File: config.mk
export PLATFORM = sky130hd
export DESIGN_NAME = uart_rx_buffered
export DESIGN_NICKNAME = d
export VERILOG_FILES = /design/src/rtl/uart_pkg.sv /design/src/rtl/sync_fifo.sv /design/src/rtl/uart_rx_buffered.sv
export SDC_FILE = /design/constraint.sdc
export NUM_CORES = 1
export LEC_CHECK = 0
export CAP_MARGIN = 25
export CORE_MARGIN = 3
export CORE_UTILIZATION = 45
export CTS_CLUSTER_DIAMETER = 100
export DETAILED_ROUTE_END_ITERATION = 16
export HOLD_SLACK_MARGIN = 0.08
export PLACE_DENSITY_LB_ADDON = 0.15
export SYNTH_ARGS = -nofsm -noshare
export SYNTH_HDL_FRONTEND = slang
export SYNTH_SLANG_ARGS = --single-unit
File: constraint.sdc
create_clock -name clk -period 8 [get_ports clk]
set_input_delay 0.8 -clock clk [delete_from_list [all_inputs] [get_ports clk]]
set_output_delay 0.8 -clock clk [all_outputs]
set_load 0.05 [all_outputs]
File: src/rtl/uart_pkg.sv
// ---------------------------------------------------------------------------
// uart_pkg
// Shared definitions for the UART receive path: receiver FSM state encoding,
// bit-timing derivation helpers and the frame data width.
// ---------------------------------------------------------------------------
package uart_pkg;

    localparam int DATA_BITS = 8;

    typedef enum logic [2:0] {
        IDLE,
        START,
        DATA,
        STOP,
        BREAK
    } rx_state_e;

    // Number of system clocks spanned by one serial bit (integer division).
    function automatic int clks_per_bit(input int clockFreq, input int baudRate);
        return clockFreq / baudRate;
    endfunction

    // Middle of a bit period, in clocks.
    function automatic int half_bit(input int clksPerBit);
        return clksPerBit / 2;
    endfunction

    // Two-out-of-three vote used to reject single-sample noise on the line.
    function automatic logic majority3(input logic a, input logic b, input logic c);
        return (a & b) | (a & c) | (b & c);
    endfunction

endpackage

File: src/rtl/sync_fifo.sv
// ---------------------------------------------------------------------------
// sync_fifo
// Single-clock first-word-fall-through FIFO. The head entry is always
// presented on rd_data_o; rd_en_i consumes it. A write into a full FIFO is
// accepted only when a read happens in the same cycle.
//
// Ports:
//   clk_i      system clock
//   rst_ni     asynchronous active-low reset
//   wr_en_i    write request
//   wr_data_i  data to write
//   rd_en_i    read (pop) request, ignored while empty
//   rd_data_o  head entry
//   full_o     FIFO holds DEPTH entries
//   empty_o    FIFO holds no entries
//   count_o    number of stored entries, 0..DEPTH
// ---------------------------------------------------------------------------
module sync_fifo #(
    parameter int WIDTH = 8,
    parameter int DEPTH = 16
) (
    input  logic                     clk_i,
    input  logic                     rst_ni,
    input  logic                     wr_en_i,
    input  logic [WIDTH-1:0]         wr_data_i,
    input  logic                     rd_en_i,
    output logic [WIDTH-1:0]         rd_data_o,
    output logic                     full_o,
    output logic                     empty_o,
    output logic [$clog2(DEPTH):0]   count_o
);

    localparam int AW = $clog2(DEPTH);

    logic [WIDTH-1:0] mem_q [DEPTH];
    logic [AW-1:0]    wrPtr_q, wrPtr_d;
    logic [AW-1:0]    rdPtr_q, rdPtr_d;
    logic [AW:0]      count_q, count_d;
    logic             doWrite;
    logic             doRead;

    assign full_o    = (count_q == (AW+1)'(DEPTH));
    assign empty_o   = (count_q == '0);
    assign count_o   = count_q;
    assign rd_data_o = mem_q[rdPtr_q];

    // A full FIFO still accepts a write when the head leaves in the same cycle.
    assign doRead  = rd_en_i && !empty_o;
    assign doWrite = wr_en_i && (!full_o || doRead);

    // Pointers wrap naturally because DEPTH is a power of two.
    always_comb begin
        wrPtr_d = doWrite ? wrPtr_q + 1'b1 : wrPtr_q;
        rdPtr_d = doRead  ? rdPtr_q + 1'b1 : rdPtr_q;
        count_d = count_q;
        if (doWrite && !doRead) begin
            count_d = count_q + 1'b1;
        end else if (!doWrite && doRead) begin
            count_d = count_q - 1'b1;
        end
    end

    // Storage and bookkeeping registers; storage is cleared so the head reads 0 after reset.
    always_ff @(posedge clk_i or negedge rst_ni) begin
        if (!rst_ni) begin
            wrPtr_q <= '0;
            rdPtr_q <= '0;
            count_q <= '0;
            for (int i = 0; i < DEPTH; i++) begin
                mem_q[i] <= '0;
            end
        end else begin
            wrPtr_q <= wrPtr_d;
            rdPtr_q <= rdPtr_d;
            count_q <= count_d;
            if (doWrite) begin
                mem_q[wrPtr_q] <= wr_data_i;
            end
        end
    end

endmodule

File: src/rtl/uart_rx_buffered.sv
// ---------------------------------------------------------------------------
// uart_rx_buffered
// 8N1 UART receiver with a receive FIFO. The serial input is synchronised,
// each bit is decided by a three-sample majority vote around mid-bit, and
// good bytes are queued for the consumer, which drains them with a
// valid/ready handshake.
//
// Ports:
//   clk          system clock
//   rst_n        asynchronous active-low reset
//   rx           serial line, idle high, asynchronous to clk
//   rx_data      byte at FIFO head
//   rx_valid     FIFO non-empty
//   rx_ready     consumer accepts the head when rx_valid is high
//   fifo_count   bytes currently stored
//   frame_error  one-cycle pulse on a bad stop bit
//   overrun      one-cycle pulse when a good byte is dropped on a full FIFO
// ---------------------------------------------------------------------------
module uart_rx_buffered
    import uart_pkg::*;
#(
    parameter int CLOCK_FREQ  = 100000000,
    parameter int BAUD_RATE   = 115200,
    parameter int BUFFER_SIZE = 16
) (
    input  logic                          clk,
    input  logic                          rst_n,
    input  logic                          rx,
    output logic [DATA_BITS-1:0]          rx_data,
    output logic                          rx_valid,
    input  logic                          rx_ready,
    output logic [$clog2(BUFFER_SIZE):0]  fifo_count,
    output logic                          frame_error,
    output logic                          overrun
);

    localparam int CLKS_PER_BIT = clks_per_bit(CLOCK_FREQ, BAUD_RATE);
    localparam int HALF         = half_bit(CLKS_PER_BIT);
    localparam int CNT_W        = (CLKS_PER_BIT > 2) ? $clog2(CLKS_PER_BIT) : 1;
    localparam int IDX_W        = $clog2(DATA_BITS);

    localparam logic [CNT_W-1:0] SAMPLE_A = CNT_W'(HALF - 1);
    localparam logic [CNT_W-1:0] SAMPLE_B = CNT_W'(HALF);
    localparam logic [CNT_W-1:0] SAMPLE_C = CNT_W'(HALF + 1);
    localparam logic [CNT_W-1:0] LAST_CNT = CNT_W'(CLKS_PER_BIT - 1);
    localparam logic [IDX_W-1:0] LAST_BIT = IDX_W'(DATA_BITS - 1);

    rx_state_e            state_q;
    logic                 rxMeta_q;
    logic                 rxSync_q;
    logic [1:0]           syncFill_q;
    logic                 rxHigh_q;
    logic [CNT_W-1:0]     bitCnt_q;
    logic [IDX_W-1:0]     bitIdx_q;
    logic [DATA_BITS-1:0] shift_q;
    logic                 sampleA_q;
    logic                 sampleB_q;
    logic                 frameError_q;
    logic                 overrun_q;

    logic                 vote;
    logic                 atDecide;
    logic                 push;
    logic                 fifoFull;
    logic                 fifoEmpty;

    assign vote     = majority3(sampleA_q, sampleB_q, rxSync_q);
    assign atDecide = (bitCnt_q == SAMPLE_C);
    assign push     = (state_q == STOP) && atDecide && vote;

    assign rx_valid    = !fifoEmpty;
    assign frame_error = frameError_q;
    assign overrun     = overrun_q;

    // Synchroniser, bit timing and frame FSM. syncFill_q marks when the
    // synchroniser holds real line samples rather than its reset value, so a
    // line held low through reset release is not taken as a start bit.
    // The bit counter keeps its phase from the start-bit decision onward, so
    // every later decision lands at the same mid-bit offset.
    always_ff @(posedge clk or negedge rst_n) begin
        if (!rst_n) begin
            state_q      <= IDLE;
            rxMeta_q     <= 1'b1;
            rxSync_q     <= 1'b1;
            syncFill_q   <= 2'b00;
            rxHigh_q     <= 1'b0;
            bitCnt_q     <= '0;
            bitIdx_q     <= '0;
            shift_q      <= '0;
            sampleA_q    <= 1'b1;
            sampleB_q    <= 1'b1;
            frameError_q <= 1'b0;
            overrun_q    <= 1'b0;
        end else begin
            rxMeta_q     <= rx;
            rxSync_q     <= rxMeta_q;
            syncFill_q   <= {syncFill_q[0], 1'b1};
            rxHigh_q     <= syncFill_q[1] & rxSync_q;
            frameError_q <= 1'b0;
            overrun_q    <= push && fifoFull && !rx_ready;

            bitCnt_q <= (bitCnt_q == LAST_CNT) ? '0 : bitCnt_q + 1'b1;
            if (bitCnt_q == SAMPLE_A) begin
                sampleA_q <= rxSync_q;
            end
            if (bitCnt_q == SAMPLE_B) begin
                sampleB_q <= rxSync_q;
            end

            case (state_q)
                IDLE: begin
                    if (rxHigh_q && !rxSync_q) begin
                        bitCnt_q <= '0;
                        state_q  <= START;
                    end
                end
                START: begin
                    if (atDecide) begin
                        if (vote) begin
                            state_q <= IDLE;
                        end else begin
                            bitIdx_q <= '0;
                            state_q  <= DATA;
                        end
                    end
                end
                DATA: begin
                    if (atDecide) begin
                        shift_q <= {vote, shift_q[DATA_BITS-1:1]};
                        if (bitIdx_q == LAST_BIT) begin
                            state_q <= STOP;
                        end else begin
                            bitIdx_q <= bitIdx_q + 1'b1;
                        end
                    end
                end
                STOP: begin
                    if (atDecide) begin
                        if (vote) begin
                            state_q <= IDLE;
                        end else begin
                            frameError_q <= 1'b1;
                            state_q      <= BREAK;
                        end
                    end
                end
                BREAK: begin
                    if (rxSync_q) begin
                        state_q <= IDLE;
                    end
                end
                default: state_q <= IDLE;
            endcase
        end
    end

    sync_fifo #(
        .WIDTH(DATA_BITS),
        .DEPTH(BUFFER_SIZE)
    ) rxFifo (
        .clk_i     (clk),
        .rst_ni    (rst_n),
        .wr_en_i   (push),
        .wr_data_i (shift_q),
        .rd_en_i   (rx_ready),
        .rd_data_o (rx_data),
        .full_o    (fifoFull),
        .empty_o   (fifoEmpty),
        .count_o   (fifo_count)
    );

endmodule

==> out/metrics.csv, run 1 <==
stage,metric,value,unit
outcome,outcome,completed,
sta,sum of negative setup slack,0,ns
yosys,post-synthesis net count,547,
yosys,"Seq/Total Area, Yosys",53.7,%
sta,Slew headroom,32.3,%
setup_path,r2r startpoint,rxSync_q,
min_path,min-delay src,syncFill_q[0],
cts,CTS H-tree lvls,4,
global_routing,GRT overflow,0,
die,Die Y,140,um
yosys,"Distinct cells, synth",48,
setup_path,CP arrival,3.21,ns
place,RePlAce Congestion,0.766,
sta,RSZ-0062 raised after global routing,false,
yosys,fraction of the mapped netlist area in simple logic gates,7.35,%
global_routing,antenna violations before repair,0,
yosys,synthesized instance count,528,
setup_path,kind of critical path,register to output pin,
yosys,Synth Warn #,0,
yosys,Mapped Area,0.00812,mm^2
layout,layout cell share with drive strength beyond 1,42.6,%
cts,CTS tree,done,
power_and_ir_drop,Worst VDD drop,173,uV
power_and_ir_drop,Logic pwr share,3.7,%
sta,max-slew violation count,0,
sta,Max Freq,0.249,GHz
drt,DRT Wirelength,17200,um
power_and_ir_drop,Sw Ratio,21.6,%
drt,Residual DRC,0,
cts,Root Driver,clkbuf_16,
yosys,adder-cell share of the synthesized area,2.53,%
sta,Final Hold Fails,0,
drt,DRT iter0 DRCs,171,
sta,post-route minimum period,4.01,ns
yosys,Synth Area in XOR/XNOR,1.94,%
cts,cts repair resizes,0,
cts,clock slew at reported path FFs,0.07,ns
die,placement row count,48,
yosys,multiplexer share of the synthesized area,31.0,%
sta,endpoints failing setup,0,
yosys,register bit total from synthesis,174,
power_and_ir_drop,pwr dens,205,mW/mm^2
die,chip width,140,um
yosys,combinational family with the most area after synthesis,multiplexers,
setup_path,"Req. time, crit path",7.20,ns
global_routing,total track usage,18.5,%
sta,Fin Clk Skew,0.0125,ns
global_routing,vias in the first global route,4747,
power_and_ir_drop,sequential power share,49.2,%
setup_path,Startpoint Class,register,
layout,Syn-to-layout area delta,12.9,%
yosys,Avg Synthesized Cell Area,15.4,um^2
power_and_ir_drop,Lkg Pwr,4.38,nW
drt,total number of vias,4489,
setup_path,worst-path maximum fanout,32,
power_and_ir_drop,clock power share,47.1,%
layout,Final Util,52.5,%
place,hpwl dp,10200,um
die,# IOs,20,
layout,fillers,1428,
die,Core Area,0.0175,mm^2
global_routing,largest net degree at the start of global routing,96,
sta,slew of the pin with the lowest slew margin,1.01,ns
yosys,Post-synth EDFFs,0,
yosys,prevailing post-synth register cell,dfrtp_1,
cts,Longest Clk Path Bufs,2,
yosys,post-synthesis compound-gate area fraction,1.50,%
setup_path,crit path from,rxFifo.rdPtr_q[0],
power_and_ir_drop,Cell Int Power,1.48,mW
cts,"Clk Latency, worst-skew pair",0.42,ns
cts,Setup Buffers After CTS,0,
drt,Antenna Violating Nets Remaining,0,
cts,CTS Hold Bufs,0,
cts,cts bufs inserted,17,
min_path,HP Class,register to register,
drt,Via density,5.75,
global_routing,first-pass GRT wire length,27500,um
drt,average routed wire per standard cell,22.0,um
place,Port Buffers,19,
sta,final worst path period share,50.1,%
drt,drt first pass iters,4,
die,Die Area,0.0197,mm^2
die,starting density of the core,46.4,%
yosys,async set-or-reset flop fraction in the synthesized netlist,100,%
layout,# diodes,0,
setup_path,Crit. End Element,output pin,
cts,clk sinks,174,
layout,nets,562,
flow_run,max-cap violation count,0,
power_and_ir_drop,Net Sw Power,0.407,mW
==> power by group through the flow <==
stage,combinational (mW),sequential (mW),clock [mW]
final,0.0690,0.927,0.887
after global routing,0.0811,0.931,0.944
after CTS,0.0704,0.927,0.906
after detailed placement,0.0698,0.944,0
after global placement,0.0674,0.943,0
after floorplan,0.0526,0.930,0
==> final timing paths <==
kind	cells past startpoint	to	slack (ns)
worst max-delay path	4	rx_data[1]	3.99
worst min-delay path	0	syncFill_q[1]	0.36
worst max register to register	11	rxFifo.count_o[4]	4.69
max in group asynchronous	3	sampleB_q	6.28
worst min register to register	0	syncFill_q[1]	0.36
min in group asynchronous	1	rxFifo.mem_q[8]	0.47
==> flip-flops by register name (all words and copies together) (netlist names), 2 cells and up <==
register,flops
shift_q,8
rxFifo.wrPtr_q,4
state_q,3
bitCnt_q,10
rxFifo.rdPtr_q,4
rxFifo.count_o,5
bitIdx_q,3
rxFifo.mem_q,128
syncFill_q,2
==> cell usage in the layout, fill, tap and decap left out, types with 3 or more instances in the layout <==
master / n
mux2_1: 8
xor2_1: 8
nand4_2: 8
nand2_1: 6
nor2_1: 21
inv_1: 9
buf_4: 4
dfrtp_1: 169
clkbuf_8: 3
a21o_1: 3
ha_1: 14
dfstp_2: 4
mux4_2: 40
nor4b_4: 4
clkbuf_16: 17
xnor2_1: 10
nand4b_1: 3
nand3_1: 7
or3b_2: 3
o31ai_1: 3
clkinv_2: 3
mux2_2: 134
nand4_1: 7
clkdlybuf4s50_1: 18
nor3_1: 3
bufinv_16: 4
==> Yosys cell counts (7+ instances only) <==
cell type	instances	area share, %
xor2_1	8	0.86
xnor2_1	10	1.1
nand3_1	7	0.43
ha_1	14	2.2
nand4_1	7	0.54
mux2_1	8	1.1
mux2_2	134	19
dfrtp_1	170	52
nand4_2	8	1.2
inv_1	9	0.42
mux4_2	40	11
nor2_1	21	0.97
clkbuf_1	16	0.74
==> area by class of cell <==
class / count / area (um^2) / share of cell area (%)
clock buffer: 22 / 474 / 5.17
timing repair buffer: 25 / 254 / 2.77
clock inverter: 10 / 160 / 1.75
multi-input combinational: 316 / 3600 / 39.3
tap: 225 / 282 / 3.07
sequential: 174 / 4360 / 47.6
inverter: 9 / 33.8 / 0.368
==> logic make-up (layout without fill, tap and decap cells) <==
logic type                 Yosys count  count (layout)
AOI/OAI and AO/OA                   17              17
adders and majority gates           16              16
muxes                              184             184
other                                1               1
DFF                                174             174
buffers and inverters               38              66
and+or+nand+nor                     80              80
xor gates and xnor gates            18              18
==> worst max-delay path: stages, from the launching register on <==
cell,delay (ns)
dfrtp_2,0.39
buf_4,0.56
mux4_2,0.59
mux4_2,0.50
clkdlybuf4s50_1,0.73
==> layer usage <==
layer	global-route usage (%)	wire length, um	up-vias
li1	-	-	1991
met1	24.7	7640	2434
met2	31.0	8970	53
met3	4.44	471	11
met4	3.72	119	0
met5	0	0	-
==> stage by stage <==
step / cell area, um^2 / total power, mW / instances / hold WS, ns / worst slack (ns)
after floorplan: 8120 / 0.983 / 528 / 0.331 / 4.67
after global placement: 8500 / 1.01 / 747 / 0.336 / 4.36
after detailed placement: 8500 / 1.01 / 747 / 0.340 / 4.24
after CTS: 9140 / 1.90 / 779 / 0.360 / 3.91
after global routing: 9170 / 1.96 / 781 / 0.370 / 3.82
final: 9170 / 1.88 / 781 / 0.357 / 3.99
(Power assumes the default switching activity.)
==> inputs of run 2 (changes only) <==
- clock period: 8 -> 3.79 ns (I/O delays scaled with it)
==> out/metrics.csv, run 2 (synthesized netlist as in run 1, its figures left out) <==
stage,metric,value,unit,change
drt,drt first pass iters,4,,unchanged
setup_path,CP max-delay cell,clkdlybuf4s50_1,,unchanged
sta,endpoints failing setup,0,,unchanged
sta,Fin Clk Skew,0.00715,ns,was 0.0125 ns
sta,Slew headroom,39.5,%,was 32.3%
setup_path,r2r startpoint,rxFifo.count_o[1],,was rxSync_q
sta,worst hold margin,0.347,ns,was 0.357 ns
die,starting density of the core,46.4,%,unchanged
setup_path,CP Depth,4,,unchanged
drt,Via density,5.61,,was 5.75
layout,Syn-to-layout area delta,13.2,%,was 12.9%
setup_path,Crit path max-delay family,buffers and inverters,,unchanged
min_path,HP Class,register to register,,unchanged
setup_path,CP endpoint,rx_data[0],,was rx_data[1]
die,Die Area,0.0197,mm^2,unchanged
flow_run,max-cap violation count,0,,unchanged
sta,Final Hold Fails,0,,unchanged
setup_path,R2R Setup Slk,0.83,ns,was 4.69 ns
layout,Final Util,52.6,%,was 52.5%
place,DP Worst Slack,0.825,ns,was 4.24 ns
setup_path,worst flop-to-flop path endpoint,rxFifo.count_o[4],,unchanged
drt,DRT Wirelength,17100,um,was 17200 um
place,Placed Area,0.00858,mm^2,was 0.00850 mm^2
setup_path,CP dominant cell by count,mux4_2,,unchanged
drt,total number of vias,4426,,was 4489
setup_path,worst-path maximum fanout,22,,was 32
global_routing,first-pass GRT wire length,27800,um,was 27500 um
cts,cts repair resizes,0,,unchanged
layout,number of flip-flops in the largest register,128,,unchanged
layout,fillers,1448,,was 1428
power_and_ir_drop,total power,3.88,mW,was 1.88 mW
place,hpwl dp,11100,um,was 10200 um
global_routing,largest net degree at the start of global routing,98,,was 96
layout,"Most flops, register",rxFifo.mem_q,,unchanged
setup_path,Startpoint Class,register,,unchanged
die,Die Y,140,um,unchanged
sta,post-route minimum period,3.34,ns,
cts,Setup Buffers After CTS,0,,unchanged
setup_path,CP max stage delay,0.72,ns,was 0.73 ns
cts,cts bufs inserted,17,,unchanged
cts,CTS Hold Bufs,1,,was 0
setup_path,Crit. End Element,output pin,,unchanged
place,RePlAce Congestion,0.753,,was 0.766
outcome,outcome,completed,,unchanged
cts,CTS tree,done,,unchanged
cts,Root Driver,clkbuf_16,,unchanged
sta,slew of the pin with the lowest slew margin,0.904,ns,was 1.01 ns
global_routing,antenna violations before repair,0,,unchanged
setup_path,CP Cell Sequence,buf_4 -> mux4_2 -> mux4_2 -> clkdlybuf4s50_1,,unchanged
die,placement row count,48,,unchanged
setup_path,kind of critical path,register to output pin,,unchanged
layout,nets,570,,was 562
cts,clk sinks,174,,unchanged
setup_path,"Req. time, crit path",3.41,ns,was 7.20 ns
die,Core Area,0.0175,mm^2,unchanged
setup_path,CP arrival,2.96,ns,was 3.21 ns
power_and_ir_drop,pwr dens,422,mW/mm^2,was 205 mW/mm^2
setup_path,"Buf+Inv Stages, Crit Path",2,,unchanged
die,# IOs,20,,unchanged
place,placed cells,756,,was 747
die,chip width,140,um,unchanged
global_routing,vias in the first global route,4799,,was 4747
setup_path,crit path from,rxFifo.rdPtr_q[0],,unchanged
layout,Regs by FF count,"rxFifo.mem_q: 128 flops, bitCnt_q: 10 flops, shift_q: 8 flops",,unchanged
sta,sum of negative setup slack,0,ns,unchanged
cts,Longest Clk Path Bufs,2,,unchanged
layout,most frequent cells in the layout,"dfrtp_1 (169), mux2_2 (134), mux4_2 (40), nor2_1 (21), clkdlybuf4s50_1 (18)",,unchanged
setup_path,Worst R2R Path Depth,10,,was 11
drt,Antenna Violating Nets Remaining,0,,unchanged
layout,Multi-input gate area,0.00360,mm^2,unchanged
drt,Residual DRC,0,,unchanged
sta,max-slew violation count,0,,unchanged
cts,clock slew at reported path FFs,0.06,ns,was 0.07 ns
sta,final worst path period share,88.2,%,
place,Port Buffers,19,,unchanged
sta,Max Freq,0.299,GHz,
power_and_ir_drop,Lkg Pwr,4.40,nW,was 4.38 nW
layout,layout cell share with drive strength beyond 1,43.3,%,was 42.6%
power_and_ir_drop,Worst VDD drop,328,uV,was 173 uV
sta,RSZ-0062 raised after global routing,false,,unchanged
layout,Non-Filler Instances,789,,was 781
layout,Final Instance Area,0.00919,mm^2,was 0.00917 mm^2
drt,DRT iter0 DRCs,236,,was 171
cts,"Clk Latency, worst-skew pair",0.42,ns,about the same
layout,# diodes,0,,unchanged
layout,"commonest non-fill, non-tap cell in the layout",dfrtp_1,,unchanged
drt,average routed wire per standard cell,21.6,um,was 22.0 um
cts,CTS H-tree lvls,4,,unchanged
global_routing,total track usage,18.6,%,was 18.5%
layout,register area,0.00436,mm^2,unchanged
sta,worst setup margin,0.447,ns,was 3.99 ns
global_routing,GRT overflow,0,,unchanged
[run 2: cell count changes in the layout (fill, tap and decap cells not counted)]
cell / delta
buf_16: -1
clkinvlp_4: +1
clkinv_4: -2
inv_6: +1
buf_12: +1
bufinv_16: -1
dlygate4sd3_1: +1
clkbuf_8: -1
buf_4: +7
clkinv_2: +2
[run 2: power by group]
group	total (mW)	internal [mW]	switching (mW)
registers	1.96	1.90	0.0587
clock network	1.77	1.07	0.706
logic	0.146	0.0625	0.0834
[run 2: worst min path at each step]
stage,cells after the start,end,slack (ns),start
CTS,1,rxMeta_q,0.35,rx
floorplan,0,bitCnt_q[0],0.08,rst_n
global route,1,rxMeta_q,0.35,rx
global placement,1,rxFifo.mem_q[95],0.32,rst_n
finish,0,syncFill_q[1],0.35,syncFill_q[0]
detailed placement,1,rxFifo.mem_q[95],0.33,rst_n
[run 2: worst reg2reg max path: cells and delay by family (launching register included)]
family | cells | cell delay (ns)
fa+ha+maj | 2 | 0.58
buf+inv | 2 | 0.20
flops | 1 | 0.44
xor+xnor | 1 | 0.14
simple gates | 1 | 0.64
compound gates | 3 | 0.64
mux | 1 | 0.24
[run 2: per-layer routing]
layer	up-vias	wire, um	track usage [%]
li1	2012	-	-
met1	2368	7600	24.0
met2	37	8930	32.1
met3	9	332	3.96
met4	0	191	5.20
met5	-	0	0
[run 2: layout make-up]
cell class / count / area share, %
Sequential cell: 174 / 47.5
Multi-Input combinational cell: 316 / 39.2
Clock buffer: 21 / 5.01
Timing Repair Buffer: 33 / 3.36
Tap cell: 225 / 3.06
Clock inverter: 11 / 1.51
Inverter: 9 / 0.368
